--- src/rtl/sram_access_ctrl.sv ---
// MEM-stage load/store sequencer for a 16-bit async SRAM: each 32-bit word moves as LO then HI half-word phases.
// Optional SRAM_ALIGN_CHECK_EN adds a 'misaligned' pulse on acceptance of a non-word-aligned request.
module sram_access_ctrl #(
  parameter int          WORD_WIDTH  = 32,
  parameter int          SRAM_AW     = 18,
  parameter int unsigned BASE_ADDR   = 1024,
  parameter int          WAIT_CYCLES = 1
) (
  input  logic                  clk,
  input  logic                  rst,
  input  logic                  MEM_R_EN,
  input  logic                  MEM_W_EN,
  input  logic [WORD_WIDTH-1:0] ALU_Res,
  input  logic [WORD_WIDTH-1:0] Val_Rm,
  output logic                  ready,
  output logic [WORD_WIDTH-1:0] read_data,
  output logic [SRAM_AW-1:0]    SRAM_ADDR,
  output logic [15:0]           SRAM_DQ_out,
  input  logic [15:0]           SRAM_DQ_in,
  output logic                  SRAM_DQ_oe,
  output logic                  SRAM_WE_N,
  output logic                  SRAM_OE_N
`ifdef SRAM_ALIGN_CHECK_EN
  ,
  output logic                  misaligned
`endif
);

  typedef enum logic [1:0] {S_IDLE, S_LO, S_HI, S_DONE} state_t;

  localparam logic [2:0] LP_LAST = 3'(WAIT_CYCLES);

  state_t                r_state;
  state_t                w_next;
  logic [2:0]            r_cnt;
  logic                  r_rd;
  logic [SRAM_AW-2:0]    r_widx;
  logic [WORD_WIDTH-1:0] r_wdat;

  logic [WORD_WIDTH-1:0] w_off;
  logic [SRAM_AW-2:0]    w_widx;
  logic                  w_req;
  logic                  w_last;
  logic                  w_phase;
  logic                  w_unused;

  assign w_off    = ALU_Res - WORD_WIDTH'(BASE_ADDR);
  assign w_widx   = w_off[SRAM_AW:2];
  assign w_req    = MEM_R_EN | MEM_W_EN;
  assign w_last   = (r_cnt == LP_LAST);
  assign w_phase  = (r_state == S_LO) || (r_state == S_HI);
  assign w_unused = ^{w_off[WORD_WIDTH-1:SRAM_AW+1], w_off[1:0]};

`ifdef SRAM_ALIGN_CHECK_EN
  assign misaligned = rst && (r_state == S_IDLE) && w_req && (w_off[1:0] != 2'b00);
`endif

  always_ff @(posedge clk or negedge rst) begin
    if (!rst) r_state <= S_IDLE;
    else      r_state <= w_next;
  end

  always_comb begin
    w_next = r_state;
    case (r_state)
      S_IDLE:  if (w_req)  w_next = S_LO;
      S_LO:    if (w_last) w_next = S_HI;
      S_HI:    if (w_last) w_next = S_DONE;
      default: w_next = S_IDLE;
    endcase
  end

  always_comb begin
    ready       = ((r_state == S_IDLE) && !w_req) || (r_state == S_DONE);
    SRAM_ADDR   = '0;
    SRAM_DQ_out = 16'h0000;
    SRAM_DQ_oe  = 1'b0;
    SRAM_WE_N   = 1'b1;
    SRAM_OE_N   = 1'b1;
    if (w_phase) begin
      SRAM_ADDR = {r_widx, (r_state == S_HI)};
      if (r_rd) begin
        SRAM_OE_N = 1'b0;
      end else begin
        SRAM_DQ_oe  = 1'b1;
        SRAM_DQ_out = (r_state == S_HI) ? r_wdat[31:16] : r_wdat[15:0];
        // Last cycle of a multi-cycle phase releases WE_N so data is held past the strobe.
        SRAM_WE_N   = (LP_LAST != 3'd0) && w_last;
      end
    end
  end

  always_ff @(posedge clk or negedge rst) begin
    if (!rst) begin
      r_cnt     <= 3'd0;
      r_rd      <= 1'b0;
      r_widx    <= '0;
      r_wdat    <= '0;
      read_data <= '0;
    end else if (r_state == S_IDLE) begin
      r_cnt <= 3'd0;
      if (w_req) begin
        r_rd   <= MEM_R_EN;
        r_widx <= w_widx;
        r_wdat <= Val_Rm;
      end
    end else if (w_phase) begin
      r_cnt <= w_last ? 3'd0 : r_cnt + 3'd1;
      if (w_last && r_rd) begin
        if (r_state == S_LO) read_data[15:0]  <= SRAM_DQ_in;
        else                 read_data[31:16] <= SRAM_DQ_in;
      end
    end
  end

endmodule
--- config.mk ---
export PLATFORM = sky130hd
export DESIGN_NAME = sram_access_ctrl
export DESIGN_NICKNAME = d
export VERILOG_FILES = /design/src/rtl/sram_access_ctrl.sv
export SDC_FILE = /design/constraint.sdc
export NUM_CORES = 1
export LEC_CHECK = 0
export BUFFER_PORTS_ARGS = -buffer_cell sky130_fd_sc_hd__buf_2
export CORE_AREA = 5 5 95 97
export CTS_BUF_LIST = sky130_fd_sc_hd__clkbuf_8
export CTS_CLUSTER_DIAMETER = 200
export CTS_CLUSTER_SIZE = 40
export DETAILED_ROUTE_END_ITERATION = 8
export DIE_AREA = 0 0 100 102
export GPL_ROUTABILITY_DRIVEN = 0
export HOLD_SLACK_MARGIN = 0.08
export PLACE_DENSITY = 0.85
export REMOVE_ABC_BUFFERS = 1
export SLEW_MARGIN = 20
export SYNTH_ARGS = -nofsm -noshare
export SYNTH_HDL_FRONTEND = slang
export SYNTH_SLANG_ARGS = --single-unit
--- constraint.sdc ---
create_clock -name clk -period 2.3 [get_ports clk]
set_input_delay 0.46 -clock clk [delete_from_list [all_inputs] [get_ports clk]]
set_output_delay 0.46 -clock clk [all_outputs]
set_load 0.005 [all_outputs]
==> results.ini <==
[grt]
met3_usage_pct = 4.30
grt_pass1_wl_microns = 15300
use_met1_pct = 23.3
grt_pass1_vias = 3306
overflow = 0
grt_max_degree = 50
grt-busiest-layer = met2
antenna_found_initial = 0
track_usage_pct = 18.8
grt.met2_usage_pct = 32.9

[place]
portBuffers = 138
dp_hpwl_microns = 6680

[die]
die_y_microns = 102
die_w_microns = 100
coreArea_sq_um = 8050
initial_core_util_pct = 48.5
dieArea_sq_um = 10200
num_rows = 33
boundaryPins = 154

[synthesis]
ys_types = 34
synthCells = 383
yosysWarnings = 0
synthTopCellsByCount = nand2_1, dfrtp_1, nor2_1
ys_seq_area_share_pct = 55.8
async_flop_share_pct = 100
yosys.area.top_type_share_pct = 55.8
netlist_area_sq_um = 3900
yosys-top-cells-area = dfrtp_1, nand2_1, mux2_2
synth_top_cell_by_area = dfrtp_1
ys_seq_elements = 87
synthFlopType = dfrtp_1
yosysMostFrequentCell = nand2_1
synth-edff-count = 0
synth_area_per_cell_sq_um = 10.2

[critical_path]
r2r_slack_ps = 310
crit_fanout = 6
worstSetupPathType = reg2out
crit_buf_inv = 3
start_kind = flip-flop
cp_slowest_stage_delay_ps = 420
crit_chain = inv_2 > ha_4 > buf_6 > nand2b_4 > or2_2 > buf_2
crit_arrival_ps = 1780
cp.required_ps = 1840
slowest_stage = dfrtp_1
crit_path_end_kind = primary output
cp_top_family = flip-flops
path_depth = 6
rr_worst_depth = 6

[clock_tree]
clock-root-buffer = clkbuf_8
cts_buffer_depth = 2
htree_num_levels = 3
cts_buffers = 9
worstSkewPairLatency_ps = 360
clkTransAtPathRegs_ps = 100
numClockSinks = 87
cts_tree = yes

[drt]
totalWireLength_microns = 9310
vias_per_cell = 5.01
drt.antenna.violating_nets = 0
initialDrtViolationCount = 99
wl_per_cell_microns = 14.7
drcViolationCount = 0
vias = 3179
dr.pass1.iters = 4

[worst_hold_path]
worstHoldPathType = in2async

[sta]
finalSetupViolCount = 0
fin_skew_ps = 10.0
tightestPinTransition_ps = 612
hold_violations = 0
timing.final.max_slew_violations = 0
fin_crit_ps = 2240
relSlewSlack_pct = 59.2
whs_ps = 114
fmaxAchievable_ghz = 0.446
layout_worst_path_cycle_share_pct = 97.6

[power_and_ir_drop]
vdd_drop_max_mv = 0.673
p_leak_nw = 2.66
comb_power_share_pct = 48.6
p_seq_share_pct = 37.2
power.switching_w = 0.00268
clkPwrFrac_pct = 14.2
power.density_nw_per_um2 = 1430
internal-power_w = 0.00449
sw_frac_of_total_pct = 37.4

[final_layout]
drive_gt1_share_pct = 39.5
final_core_util_pct = 62.5
fin_nets = 613
antenna_cells = 0
area_growth_pct = 28.8

[status]
run_status = complete, no violations

[run]
maxCapViolCount = 0

==> metrics by stage <==
step	worst slack (ps)	TNS (ps)	std cells	power [W]	area (sq um)
final	55.6	0	634	0.00717	5030
after global placement	178	0	615	0.00585	4770
after global routing	-12.3	-12.3	634	0.00777	5030
after detailed placement	96.0	0	615	0.00603	4770
after floorplan	-250	-4840	363	0.00452	3820
after CTS	5.86	0	633	0.00714	4990
==> path summary, 6_finish.rpt <==
| kind | to | start |
|---|---|---|
| hold reg to reg | r_widx[1] | r_widx[1] |
| setup reg to reg | read_data[23] | r_state[0] |
| min in group clk | r_wdat[23] | Val_Rm[23] |
| max in group asynchronous | r_wdat[25] | rst |
| hold / removal | r_widx[5] | rst |
| setup / recovery | SRAM_WE_N | r_state[0] |
==> state kept, by name, summed over array words and instances, names as in the netlist <==
register	flops
r_state	2
r_widx	17
r_wdat	32
read_data	32
r_rd	1
r_cnt	3
==> worst reg2reg max path: stages, from the launching register on <==
cell	delay, ps
dfrtp_1	420
inv_2	80
ha_4	290
nand2_1	60
or4b_1	470
buf_4	240
mux2_4	330
==> per-layer routing <==
layer | wire length (microns) | vias to the layer above
li1 | - | 1533
met1 | 4030 | 1529
met2 | 4520 | 104
met3 | 649 | 13
met4 | 104 | 0
met5 | 0 | -
==> area by class of cell <==
cell class	count	area, sq um
multi-input cells	270	1660
well taps	105	131
flip-flops and latches	87	2180
repair buffers	150	855
clock buffers	9	124
inverters	6	22.5
clock inverters	7	63.8
fillers	673	3020
==> power by group through the flow <==
| stage | Clock, W | Combinational, W | Sequential [W] |
|---|---|---|---|
| final | 0.00102 | 0.00349 | 0.00266 |
| after global routing | 0.00110 | 0.00390 | 0.00276 |
| after CTS | 0.00104 | 0.00344 | 0.00266 |
| after detailed placement | 0 | 0.00332 | 0.00271 |
| after global placement | 0 | 0.00321 | 0.00264 |
| after floorplan | 0 | 0.00187 | 0.00265 |
==> cell families after synthesis <==
| kind of cell | after synthesis | share of synthesized area [%] |
|---|---|---|
| AO/OA/AOI/OAI | 23 | 3.69 |
| XOR/XNOR | 2 | 0.449 |
| adder cells (fa/ha/maj) | 5 | 1.60 |
| buffers and inverters | 26 | 2.76 |
| flip-flops | 87 | 55.8 |
| multiplexers | 49 | 14.6 |
| AND/OR/NAND/NOR | 191 | 21.2 |
==> layout by cell type, fill, tap and decap left out, types with 2 or more instances in the layout <==
cell,count
buf_2,137
nand2_1,133
dfrtp_1,87
nor2_1,23
mux2_2,23
and2_1,17
mux2i_1,16
mux2_4,10
o21ai_0,9
clkbuf_8,9
buf_4,7
inv_1,5
or3_1,4
a31oi_1,4
buf_12,4
o31ai_1,3
or4_1,3
ha_1,3
or2_2,2
xnor2_1,2
inv_6,2
inv_8,2
clkinvlp_4,2
==> timing repair <==
| item | CTS | global route |
|---|---|---|
| pin swaps | 0 | 0 |
| hold buffers | 0 | 0 |
| gates cloned | 0 | 1 |
| setup buffers | 2 | 0 |
| hold endpoints to repair | 0 | 0 |
| resized for setup | 3 | 4 |
| endpoints found under the setup margin | 18 | 15 |
Note: power is estimated with default switching activity, not from simulation.
